File: src/rtl/flow_bus_deserializer.sv
// Packs DATA_NUM narrow flow-bus beats into one wide word; slice 0 holds the first beat.
// One-cycle latency from the last beat; one output holding register with pass-through ready.
module flow_bus_deserializer #(
  parameter int DATA_WIDTH = 8,
  parameter int DATA_NUM   = 2,
  parameter int USE_ENABLE = 0
) (
  input  logic                           clk,
  input  logic                           rst,
  input  logic                           enable,
  input  logic                           sync,
  output logic                           up_ready,
  input  logic                           up_valid,
  input  logic [DATA_WIDTH-1:0]          up_data,
  input  logic                           down_ready,
  output logic                           down_valid,
  output logic [DATA_WIDTH*DATA_NUM-1:0] down_data,
  output logic                           partial
);

  localparam int OUT_W = DATA_WIDTH * DATA_NUM;
  localparam int ASM_W = (DATA_NUM > 1) ? (DATA_NUM - 1) * DATA_WIDTH : 1;
  localparam logic [DATA_NUM-1:0] SLOT_FIRST = (DATA_NUM)'(1);

  logic                en_i;
  logic                up_fire;
  logic                down_fire;
  logic [DATA_NUM-1:0] slot_q, slot_d;
  logic [DATA_NUM-1:0] eff_slot;
  logic [ASM_W-1:0]    asm_q, asm_d;
  logic                out_valid_q, out_valid_d;
  logic [OUT_W-1:0]    out_data_q, out_data_d;
  logic [OUT_W-1:0]    full_word;

  assign en_i = (USE_ENABLE != 0) ? enable : 1'b1;

  // Ready only depends on down_ready when the incoming beat would complete a word.
  assign up_ready   = en_i & (~slot_q[DATA_NUM-1] | ~out_valid_q | down_ready);
  assign up_fire    = up_valid & up_ready;
  assign down_valid = out_valid_q & en_i;
  assign down_data  = out_data_q;
  assign down_fire  = down_valid & down_ready;
  assign partial    = ~slot_q[0];

  // A realign redirects a coincident beat into slice 0.
  assign eff_slot = sync ? SLOT_FIRST : slot_q;

  generate
    if (DATA_NUM > 1) begin : g_multi
      assign full_word = {up_data, asm_q};
    end else begin : g_single
      assign full_word = up_data;
    end
  endgenerate

  always_comb begin
    slot_d      = slot_q;
    asm_d       = asm_q;
    out_valid_d = out_valid_q;
    out_data_d  = out_data_q;
    if (en_i) begin
      if (sync) begin
        slot_d = SLOT_FIRST;
      end
      if (down_fire) begin
        out_valid_d = 1'b0;
      end
      if (up_fire) begin
        if (eff_slot[DATA_NUM-1]) begin
          out_data_d  = full_word;
          out_valid_d = 1'b1;
          slot_d      = SLOT_FIRST;
        end else begin
          for (int k = 0; k < DATA_NUM - 1; k++) begin
            if (eff_slot[k]) begin
              asm_d[k*DATA_WIDTH +: DATA_WIDTH] = up_data;
            end
          end
          slot_d = eff_slot << 1;
        end
      end
    end
  end

  always_ff @(posedge clk or negedge rst) begin
    if (!rst) begin
      slot_q      <= SLOT_FIRST;
      asm_q       <= '0;
      out_valid_q <= 1'b0;
      out_data_q  <= '0;
    end else begin
      slot_q      <= slot_d;
      asm_q       <= asm_d;
      out_valid_q <= out_valid_d;
      out_data_q  <= out_data_d;
    end
  end

endmodule
File: config.mk
export PLATFORM = sky130hd
export DESIGN_NAME = flow_bus_deserializer
export DESIGN_NICKNAME = d
export VERILOG_FILES = /design/src/rtl/flow_bus_deserializer.sv
export SDC_FILE = /design/constraint.sdc
export NUM_CORES = 1
export LEC_CHECK = 0
export ABC_AREA = 1
export CAP_MARGIN = 15
export CORE_ASPECT_RATIO = 1.1
export CORE_MARGIN = 4
export CORE_UTILIZATION = 48
export CTS_BUF_LIST = sky130_fd_sc_hd__clkbuf_2
export CTS_CLUSTER_SIZE = 14
export DETAILED_ROUTE_END_ITERATION = 12
export PLACE_DENSITY = 0.91
export SKIP_LAST_GASP = 1
export SLEW_MARGIN = 10
export SYNTH_ARGS = -nofsm -noshare
export SYNTH_HDL_FRONTEND = slang
export SYNTH_SLANG_ARGS = --single-unit
File: constraint.sdc
create_clock -name clk -period 1.8 [get_ports clk]
set_input_delay 0.36 -clock clk [delete_from_list [all_inputs] [get_ports clk]]
set_output_delay 0.36 -clock clk [all_outputs]
set_load 0.01 [all_outputs]
Word-level counts from Yosys, hierarchy flattened
Index checks and enable logic that the tools add are counted.

Word-level logic and storage cells: 20. Latch bits: 0. Memory bits (writable): 0. Bits in read-only memories: 0. Memories kept: 0. Output and inout bits: 19. Input port bits: 14. Register bits after elaboration: 27.

Multiplexer cells: 6. Multiply operators: 0. $add $sub $neg: 0. Equality and inequality tests: 0. Div/mod/pow operators: 0. $lt $le $gt $ge: 0. Bitwise operators: 8. Reductions and logical operators: 2. Shift-type cells: 0.

Operators by type and width (count): 2-bit two-way mux (3); 1-bit inverter (4); 1-bit two-way mux (3); 3-bit AND reduction (1); 1-bit bitwise AND (2); 1-bit OR (2); 2-bit AND reduction (1).

Depth between registers and ports, before layout
Gate-level depths: netlist (run 1).

Word-level depth: 5. Mapped depth: 6. Mapped depth without buffers: 5.

Worst setup path before layout (run 1)
OpenSTA, ideal clock, no wires.

Path type: reg-to-reg. From: reg slot_q[0]. To: reg asm_q[0]. Path buffers: 0. Clock period less this slack: 1289 ps. Cell stages (with the launch flop): 6. Path slack: 511 ps. Data arrival time: 1172 ps. Data required time: 1683 ps. Cell sequence: dfstp_2 > inv_1 > o21bai_2 > nand3_2 > nand2_1 > nand2_1.

Cells in the longest elaborated chain, start to end: 2.

Ends and longest elaborated chain: start: declaration (line 28) `logic [DATA_NUM-1:0] slot_q, slot_d;`; start signal: assignment (line 92) `slot_q <= slot_d;`; 2-bit two-way mux; 3-bit AND reduction (no source line); end signal: assignment (line 93) `asm_q <= asm_d;`; end: declaration (line 30) `logic [ASM_W-1:0] asm_q, asm_d;`.

Every way passes these cells. A chain may end at the register's enable or synchronous reset.

Worst setup path after layout (run 1)
From: reg out_data_q[8] (netlist: down_data[8]). To: out down_data[8].

RTL lines: start: declaration (line 32) `logic [OUT_W-1:0] out_data_q, out_data_d;`; start signal: assignment (line 95) `out_data_q <= out_data_d;`; end: declaration (line 17) `output logic [DATA_WIDTH*DATA_NUM-1:0] down_data,`.

No word-level cell between the ends.

==> qor.yml, run 1 <==
hpwlAfterDp_um: 1771
reg2reg_to: "slot_q[0]"
finalCriticalPeriod_ns: 1.714
h-tree-depth: 1
path_buf_inv: 1
final_antenna_net_count: 0
grt_pass1_vias: 964
die-area_um2: 3198
grt.total_usage: 0.1816
r2r-start: "slot_q[1]"
crit_chain: "clkdlybuf4s50_1"
p_switching_mw: 0.4944
cts_tree: "built"
syn_area_per_cell_um2: 9.348
cts_sinks: 27
synth_fp_nets: 135
critPathTopFamily: "buffers and inverters"
clk_pin_slew_ns: 0.26
grt_antenna_before_repair: 0
status: "finished clean"
cts_buffers: 3
drtIter0Drc: 31
cts-root-buf: "clkbuf_2"
tightest_slew_ns: 0.5037
layout_commonest_cell: "nand2_1"
wl_um: 2463
synth_cells: 121
p_per_area_nw_per_um2: 1019
drive_gt1_frac: 0.1076
max_freq_mhz: 583.5
coreArea_um2: 2252
synth_cell_types: 16
synth_top_cell_by_area: "dfrtp_1"
numPortBuffers: 31
fp.dieH_um: 58.91
p_leak_nw: 0.7869
crit_fanout: 2
wl_per_cell_um: 13.10
start_util: 0.5022
p_int_mw: 1.075
rrSetupSlack_ns: 0.55
rows: 18
final_cell_mix: "nand2_1, clkdlybuf4s50_1, dfrtp_1"
drc: 0
synth_seq_cells: 27
power_switching_share: 0.3151
end_kind: "primary output"
fin_util: 0.6839
synthTopCellsByArea: "dfrtp_1, nand2_1, nand3_1"
via_per_inst: 5.053
firstDrtPassIters: 4
cp_slowest_cell: "clkdlybuf4s50_1"
cts_hold_buf: 0
clkPwrFrac: 0.155
grt_overflow: 0
period_share: 0.9521
final-setup-viol-count: 0
fin_skew_ns: 0.01070
max_stage_delay_ns: 0.55
worstSkewPairLatency_ns: 0.38
die_w_um: 54.29
reg2reg_depth: 6
combPwrFrac: 0.326
required_ns: 1.44
grt_pass1_wl_um: 4174
power_frac_seq: 0.520
hold_viol_final: 0
pin_count: 33
areaGrowthSynthToFinish_pct: 36.17
num_antenna_cells: 0
slew_headroom: 0.6632
cts_buffer_depth: 2
startpoint_type: "flip-flop"
syn_area_um2: 1131
min_path_type: "in2async"
ir_drop_uv: 766.1
arrival_ns: 1.35
finalMaxSlewViolations: 0
grt_max_degree: 26
fin_nets: 173
rsz0062_at_grt: "false"
drv_cap: 0
synth_top_area_share: 0.5752
p_total_mw: 1.569
seq_area_frac_synth: 0.5985
vias: 950
yosysWarnings: 0
finalWeightedCongestion: 0.7452
crit_type: "reg2out"
==> how the worst max path moves through the flow <==
stage / startpoint / endpoint / depth (start not counted)
2_1_floorplan: slot_q[0] / asm_q[0] / 5
3_3_place_gp: down_ready / up_ready / 4
3_5_place_dp: down_ready / up_ready / 4
4_1_cts: down_valid / down_valid / 1
5_1_grt: down_data[8] / down_data[8] / 1
6_report: down_data[8] / down_data[8] / 1
==> power by group through the flow <==
stage / sequential (mW) / clock [mW] / combinational (mW)
floorplan: 0.871 / 0 / 0.164
global placement: 0.824 / 0 / 0.498
detailed placement: 0.830 / 0 / 0.509
CTS: 0.816 / 0.243 / 0.517
global route: 0.836 / 0.268 / 0.563
finish: 0.815 / 0.243 / 0.511
==> logic make-up (layout without fill, tap and decap cells) <==
group                  after synthesis  in the layout  share of synthesized area
flip-flops                          27             27                     0.5985
AND/OR/NAND/NOR                     83             83                     0.3418
buffers and inverters                8             45                    0.04092
AO/OA/AOI/OAI                        3              3                    0.01880
==> what timing repair did <==
action,4_1_cts,5_1_grt
pin swaps,0,0
endpoints found under the setup margin,2,1
setup buffers,1,0
gates resized for setup,2,1
==> metrics by stage <==
stage               setup WS, ns  setup TNS (ns)  cells  instance area [um2]  hold WS, ns
floorplan                 0.5107               0    121                 1131      0.06441
global placement        -0.06462        -0.06462    183                 1510       0.4569
detailed placement      -0.08998        -0.08998    183                 1510       0.4610
CTS                      0.05520               0    188                 1538       0.2638
global route             0.03139               0    188                 1540       0.2506
finish                   0.08614               0    188                 1540       0.2619
==> state kept, by name (all words and copies together), names as in the netlist <==
name and flops:
down_valid 1, slot_q 2, asm_q 8, down_data 16
==> Yosys cell counts <==
master    number
nand3_2        1
dfrtp_1       26
nand3_1       25
nand2_1       52
nand3_4        1
nor2_8         1
nor2_1         2
inv_2          1
buf_2          1
nor2_4         1
buf_4          2
o21ai_0        2
dfstp_2        1
inv_1          3
o21bai_2       1
buf_6          1
==> final cells by class <==
cell class	count	area, um2
clock buffers	3	15.01
clock inverters	1	7.507
fillers	163	711.9
inverters	4	15.01
multi-input cells	86	407.9
flip-flops and latches	27	676.9
well taps	30	37.54
repair buffers	37	380.4
==> layer usage <==
metal / vias to the layer above / wire length, um / global-route usage
li1: 461 / - / -
met1: 440 / 1042 / 0.2246
met2: 45 / 1263 / 0.2974
met3: 4 / 115 / 0.02025
met4: 0 / 42 / 0.1103
met5: - / 0 / 0
(Power assumes the default switching activity.)
==> inputs of run 2 (changes only) <==
--- a/config.mk
+++ b/config.mk
@@ -9,11 +9,11 @@
 export CAP_MARGIN = 15
 export CORE_ASPECT_RATIO = 1.1
 export CORE_MARGIN = 4
-export CORE_UTILIZATION = 48
+export CORE_UTILIZATION = 40
 export CTS_BUF_LIST = sky130_fd_sc_hd__clkbuf_2
 export CTS_CLUSTER_SIZE = 14
 export DETAILED_ROUTE_END_ITERATION = 12
-export PLACE_DENSITY = 0.91
+export PLACE_DENSITY = 0.79
 export SKIP_LAST_GASP = 1
 export SLEW_MARGIN = 10
 export SYNTH_ARGS = -nofsm -noshare
==> constraint.sdc (replaced) <==
create_clock -name clk -period 1.8 [get_ports clk]
set_input_delay 0.36 -clock clk [delete_from_list [all_inputs] [get_ports clk]]
set_output_delay 0.36 -clock clk [all_outputs]
set_load 0.005 [all_outputs]
==> run 2 against run 1 <==
Sequential cell count unchanged; critical path depth did not move; sequential share of layout area up 0.95 points; non-clock buffer count is 1 lower; wire length decreased by 0.77%; combinational power decreased by 11%; power shrank 4.0%; clock-buffer cell count rose by 1; largest cell class unchanged; hold slack better by 0.075 ns.
==> qor.yml, run 2 (synthesized netlist as in run 1, its figures left out) <==
rsz0062_at_grt: "false"
layout_commonest_cell: "nand2_1"
grt_max_degree: 28  # +7.7%
die_w_um: 58.70  # +8.1%
drtIter0Drc: 20  # -35%
hpwlAfterDp_um: 1722  # -2.8%
via_per_inst: 4.920  # -2.6%
p_total_mw: 1.506  # -4.0%
cp_slowest_cell: "clkdlybuf4s50_1"
worstSkewPairLatency_ns: 0.35  # -0.03 ns
p_per_area_nw_per_um2: 998.7  # -2.0%
final_cell_mix: "nand2_1, clkdlybuf4s50_1, dfrtp_1"
finalHoldWorstSlack_ns: 0.3365  # +0.07464 ns
drive_gt1_frac: 0.1019  # -0.005684
cts_sinks: 27  # unchanged
fill_cells: 242  # +48%
cts_buffer_depth: 2  # unchanged
grt_antenna_before_repair: 0  # unchanged
numPortBuffers: 31  # unchanged
areaGrowthSynthToFinish_pct: 33.30
coreArea_um2: 2591  # +15%
vias: 925  # -2.6%
grt.total_usage: 0.1459  # -0.03574
final-setup-viol-count: 0  # unchanged
cts_hold_buf: 0  # unchanged
min_path_type: "in2async"
post-cts-setup-buffer-count: 0  # -1
route.met3.wl_um: 103  # -10%
num_antenna_cells: 0  # unchanged
clk_pin_slew_ns: 0.23  # -0.03 ns
status: "finished clean"
tightest_slew_ns: 0.5105  # +0.006885 ns
rows: 19  # +1
crit_fanout: 4  # +2
wl_um: 2444  # -0.77%
max_freq_mhz: 597.4  # +2.4%
cts-root-buf: "clkbuf_2"
critPathTopFamily: "buffers and inverters"
final_antenna_net_count: 0  # unchanged
hold_viol_final: 0  # unchanged
fin_nets: 172  # -0.58%
finalWeightedCongestion: 0.7344  # -1.4%
crit_type: "reg2out"
finalCriticalPeriod_ns: 1.674  # -0.03980 ns
arrival_ns: 1.31  # -0.04 ns
period_share: 0.9300  # -0.02211
fin_util: 0.5818  # -0.1020
max_stage_delay_ns: 0.52  # -0.03 ns
fp.dieH_um: 63.77  # +8.2%
wl_met1_um: 1080  # +3.6%
pin_count: 33  # unchanged
firstDrtPassIters: 4  # unchanged
start_util: 0.4365  # -0.06572
path_buf_inv: 1  # unchanged
end_kind: "primary output"
ir_drop_uv: 635.2  # -17%
cts_buffers: 3  # unchanged
fin_skew_ns: 0.002414  # -0.008287 ns
finalMaxSlewViolations: 0  # unchanged
grt_pass1_wl_um: 4284  # +2.6%
r2r-start: "slot_q[1]"
cts_tree: "built"
wl_met2_um: 1204  # -4.7%
grt_overflow: 0  # unchanged
drc: 0  # unchanged
grt_pass1_vias: 949  # -1.6%
slew_headroom: 0.6588  # -0.004346
required_ns: 1.44  # about the same
largest_reg_flops: 16  # unchanged
h-tree-depth: 1  # unchanged
crit_chain: "clkdlybuf4s50_1"
die-area_um2: 3743  # +17%
critPathLaunch: "down_valid"
p_leak_nw: 0.7683  # -2.4%
wl_per_cell_um: 13.00  # -0.77%
startpoint_type: "flip-flop"
top_layer: "met4"
drv_cap: 0  # unchanged
run 2: changes by cell type in the layout (fill, tap and decap cells not counted):
| cell | before | now |
|---|---|---|
| clkbuf_2 | 3 | 4 |
| dlygate4sd2_1 | 2 | 1 |
| clkdlybuf4s50_1 | 28 | 29 |
| clkinvlp_4 | 1 | 0 |
| buf_12 | 2 | 0 |
| buf_4 | 4 | 5 |
run 2: layout make-up:
cell class              count  area (um2)  area share
flip-flops and latches     27       676.9      0.4490
repair buffers             36       349.1      0.2315
multi-input cells          86       407.9      0.2705
clock buffers               4       20.02     0.01328
inverters                   4       15.01    0.009958
well taps                  31       38.79     0.02573
run 2: metrics by stage:
step | TNS (ns) | setup WS, ns | instance area, um2 | instances
after floorplan | 0 | 0.5353 | 1131 | 121
after global placement | -0.03162 | -0.03162 | 1486 | 184
after detailed placement | -0.05329 | -0.05329 | 1486 | 184
after CTS | 0 | 0.008956 | 1505 | 188
after global routing | 0 | 0.03560 | 1508 | 188
final | 0 | 0.1259 | 1508 | 188
run 2: power by group:
part | leakage (nW) | switching, mW | total [mW] | internal [mW]
Clock | 0.0166 | 0.171 | 0.229 | 0.0587
Combinational | 0.414 | 0.187 | 0.457 | 0.270
Sequential | 0.337 | 0.0768 | 0.819 | 0.742
Total | 0.768 | 0.435 | 1.51 | 1.07
run 2: worst register-to-register path, delay by kind of cell, from the launching register on:
| family | cells | cell delay [ns] |
|---|---|---|
| AND/OR/NAND/NOR | 5 | 0.82 |
| flip-flops | 1 | 0.48 |
run 2: timing repair:
item	4_1_cts	5_1_grt
setup endpoints to repair	1	1
resized for setup	1	1
pin swaps	0	0
run 2: layer usage:
metal,vias to the layer above,global-route usage
li1,459,-
met1,432,0.1818
met2,28,0.2458
met3,6,0.01610
met4,0,0.07649
met5,-,0
run 2: worst paths after layout:
| check | end | slack [ns] | depth (start not counted) |
|---|---|---|---|
| max | down_valid | 0.13 | 1 |
| min | down_data[13] | 0.34 | 2 |
| max reg2reg | asm_q[3] | 0.46 | 5 |
| min reg2reg | down_data[6] | 0.51 | 2 |
| max in group asynchronous | slot_q[0] | 1.17 | 2 |
| min in group clk | down_data[6] | 0.51 | 2 |
==> inputs of run 3 (changes only) <==
--- a/config.mk
+++ b/config.mk
@@ -11,7 +11,6 @@
 export CORE_MARGIN = 4
 export CORE_UTILIZATION = 40
 export CTS_BUF_LIST = sky130_fd_sc_hd__clkbuf_2
-export CTS_CLUSTER_SIZE = 14
 export DETAILED_ROUTE_END_ITERATION = 12
 export PLACE_DENSITY = 0.79
 export SKIP_LAST_GASP = 1
==> results of run 3 <==
The final DEF is identical to that of run 2; final timing and power are the same.
==> RTL change (config.mk and constraints of run 2) <==
The parameter `USE_ENABLE` goes from 0 to 1.
--- a/src/rtl/flow_bus_deserializer.sv
+++ b/src/rtl/flow_bus_deserializer.sv
@@ -3,7 +3,7 @@
 module flow_bus_deserializer #(
   parameter int DATA_WIDTH = 8,
   parameter int DATA_NUM   = 2,
-  parameter int USE_ENABLE = 0
+  parameter int USE_ENABLE = 1
 ) (
   input  logic                           clk,
   input  logic                           rst,
Check against the original RTL: not equivalent (Yosys sat finds a counterexample within 4 cycles, from zero or initial values and one cycle with rst low).
==> RTL change against run 2 <==
Critical path type unchanged; synthesized cell count is the same; utilization shrank 0.80 points; worst hold slack lost 0.024 ns; via count shrank 2.1%; area after synthesis grew 3.2%; cell area grew 5.7%; sequential cell count is the same; routed wire length shrank 2.7%; combinational power grew 52%; power grew 22%; maximum frequency shrank 2.2%; worst setup slack lost 0.037 ns; largest cell class unchanged.
==> RTL change: results (changes against run 2) <==
[final_layout]
nets=178  ; +3.5%
nFillCells=256  ; +5.8%
multi_input_area_um2=404  ; -0.92%
largest_register_ff_count=16  ; unchanged
n_all_inverters=14  ; +10
seqCellArea_um2=677  ; unchanged
nNonClkBuffers=41  ; +14%
buf_share_pct=25.0  ; +1.9 points
num-multi-input-gates=77  ; -10%
post-route-util_pct=57.4  ; -0.80 points
clkCellAreaFrac_pct=1.26  ; -0.072 points
final_cells=196  ; +4.3%
drive_gt1_share_pct=20.2  ; +10 points
clockBufferCount=4  ; unchanged

[routing]
drtIter0Drc=22  ; +10%
wl_per_cell_um=12.1  ; -6.6%
first_pass_iters=6  ; +2
routed-via-count=906  ; -2.1%

[global_routing]
grt_pass1_wl_um=4180  ; -2.4%
antenna_found_initial=0  ; unchanged
grt_use_total_pct=14.1  ; -0.51 points
grt_max_degree=28  ; unchanged
grt_pass1_vias=942  ; -0.74%

[synth]
syn_avg_cell_area_um2=9.65  ; +3.2%
ys_top_cells_by_area=dfrtp_1 56%, nand2_1 16%, o21ai_2 9.0%, inv_1 4.2%, nand3_4 3.0%
synthArstFlopShare_pct=100  ; unchanged
ys_seq_area_share_pct=58.0  ; -1.9 points
syn_nets=135  ; unchanged
ys_seq_elements=27  ; unchanged
synthTopCellsByCount=50 x nand2_1, 26 x dfrtp_1, 13 x inv_1
ys_types=15  ; -1
synth_ff_type=dfrtp_1

[status]
status=finished, final reports clean

[placement]
place_congestion=0.727  ; -0.97%
dpl_cell_area_um2=1550  ; +4.0%
port_buffers=32  ; +3.2%
pre_cts_slack_ns=-0.133  ; -0.0793 ns
dp.cells=188  ; +2.2%
dp_hpwl_um=1750  ; +1.4%

[worst_setup_path]
worstPathMaxFanout=2  ; -2
arrival_ns=1.35  ; +0.04 ns

[clock_tree]
cts_setup_buffers=3  ; +3
clock_path_buffers=2  ; unchanged
h-tree-depth=1  ; unchanged
cts_made_buffers=3  ; unchanged
cts_resized=3  ; +2
clock_latency_ns=0.36
ctsHoldBuffers=0  ; unchanged

[pwr]
p_leak_nw=0.827  ; +7.7%
ir_drop_mv=0.654  ; +3.0%

[hold_path]
hold_class=primary input to async pin

[timing]
finClkSkew_ns=0.0115  ; +0.00905 ns
maxSlewHeadroom_pct=78.0  ; +12 points

RTL change: cell count changes in the layout (fill, tap and decap cells not counted), moves of 2 or more:
cell           before  now
o21ai_2             0   12
inv_1               3   13
nand3_1            25    2
buf_4               5    8
nand2_1            52   50
o21ai_1             0    5
o21ai_0             2    0
nand2_2             0    2
dlygate4sd2_1       1    3
RTL change: path summary, 6_finish.rpt:
| path | startpoint | to | slack [ns] | depth (start not counted) |
|---|---|---|---|---|
| max | out_valid_q$_DFFE_PN0P_ | up_ready | 0.09 | 5 |
| min | rst | down_data[13]$_DFFE_PN0P_ | 0.31 | 2 |
| max reg2reg | out_valid_q$_DFFE_PN0P_ | down_data[8]$_DFFE_PN0P_ | 0.40 | 9 |
| min reg2reg | asm_q[2]$_DFFE_PN0P_ | down_data[2]$_DFFE_PN0P_ | 0.50 | 2 |
| max in group asynchronous | rst | slot_q[0]$_DFFE_PN1P_ | 1.18 | 2 |
| min in group clk | enable | out_valid_q$_DFFE_PN0P_ | 0.48 | 4 |
RTL change: metal layers:
metal	track usage [%]	wire length, um	up-vias
met3	2.19	104	3
met5	0	0	-
met2	24.7	1230	21
met4	3.88	29	0
met1	17.6	1020	425
li1	-	-	457
RTL change: critical path: stages (launching register included):
cell           delay, ns
dfrtp_1             0.43
buf_4               0.13
nand2_1             0.06
nand2_1             0.08
nand2_4             0.06
dlygate4sd2_1       0.23
RTL change: kinds of logic (layout without fill, tap and decap cells):
family | Yosys count | in the layout | share of synthesized area [%]
flops | 27 | 27 | 58.0
buf+inv | 17 | 59 | 7.40
simple gates | 59 | 59 | 22.8
compound gates | 18 | 18 | 11.8
RTL change: report_power, final:
group          total (mW)  switching, mW  internal [mW]
clock               0.232          0.173         0.0586
sequential          0.914          0.111          0.803
combinational       0.693          0.274          0.420
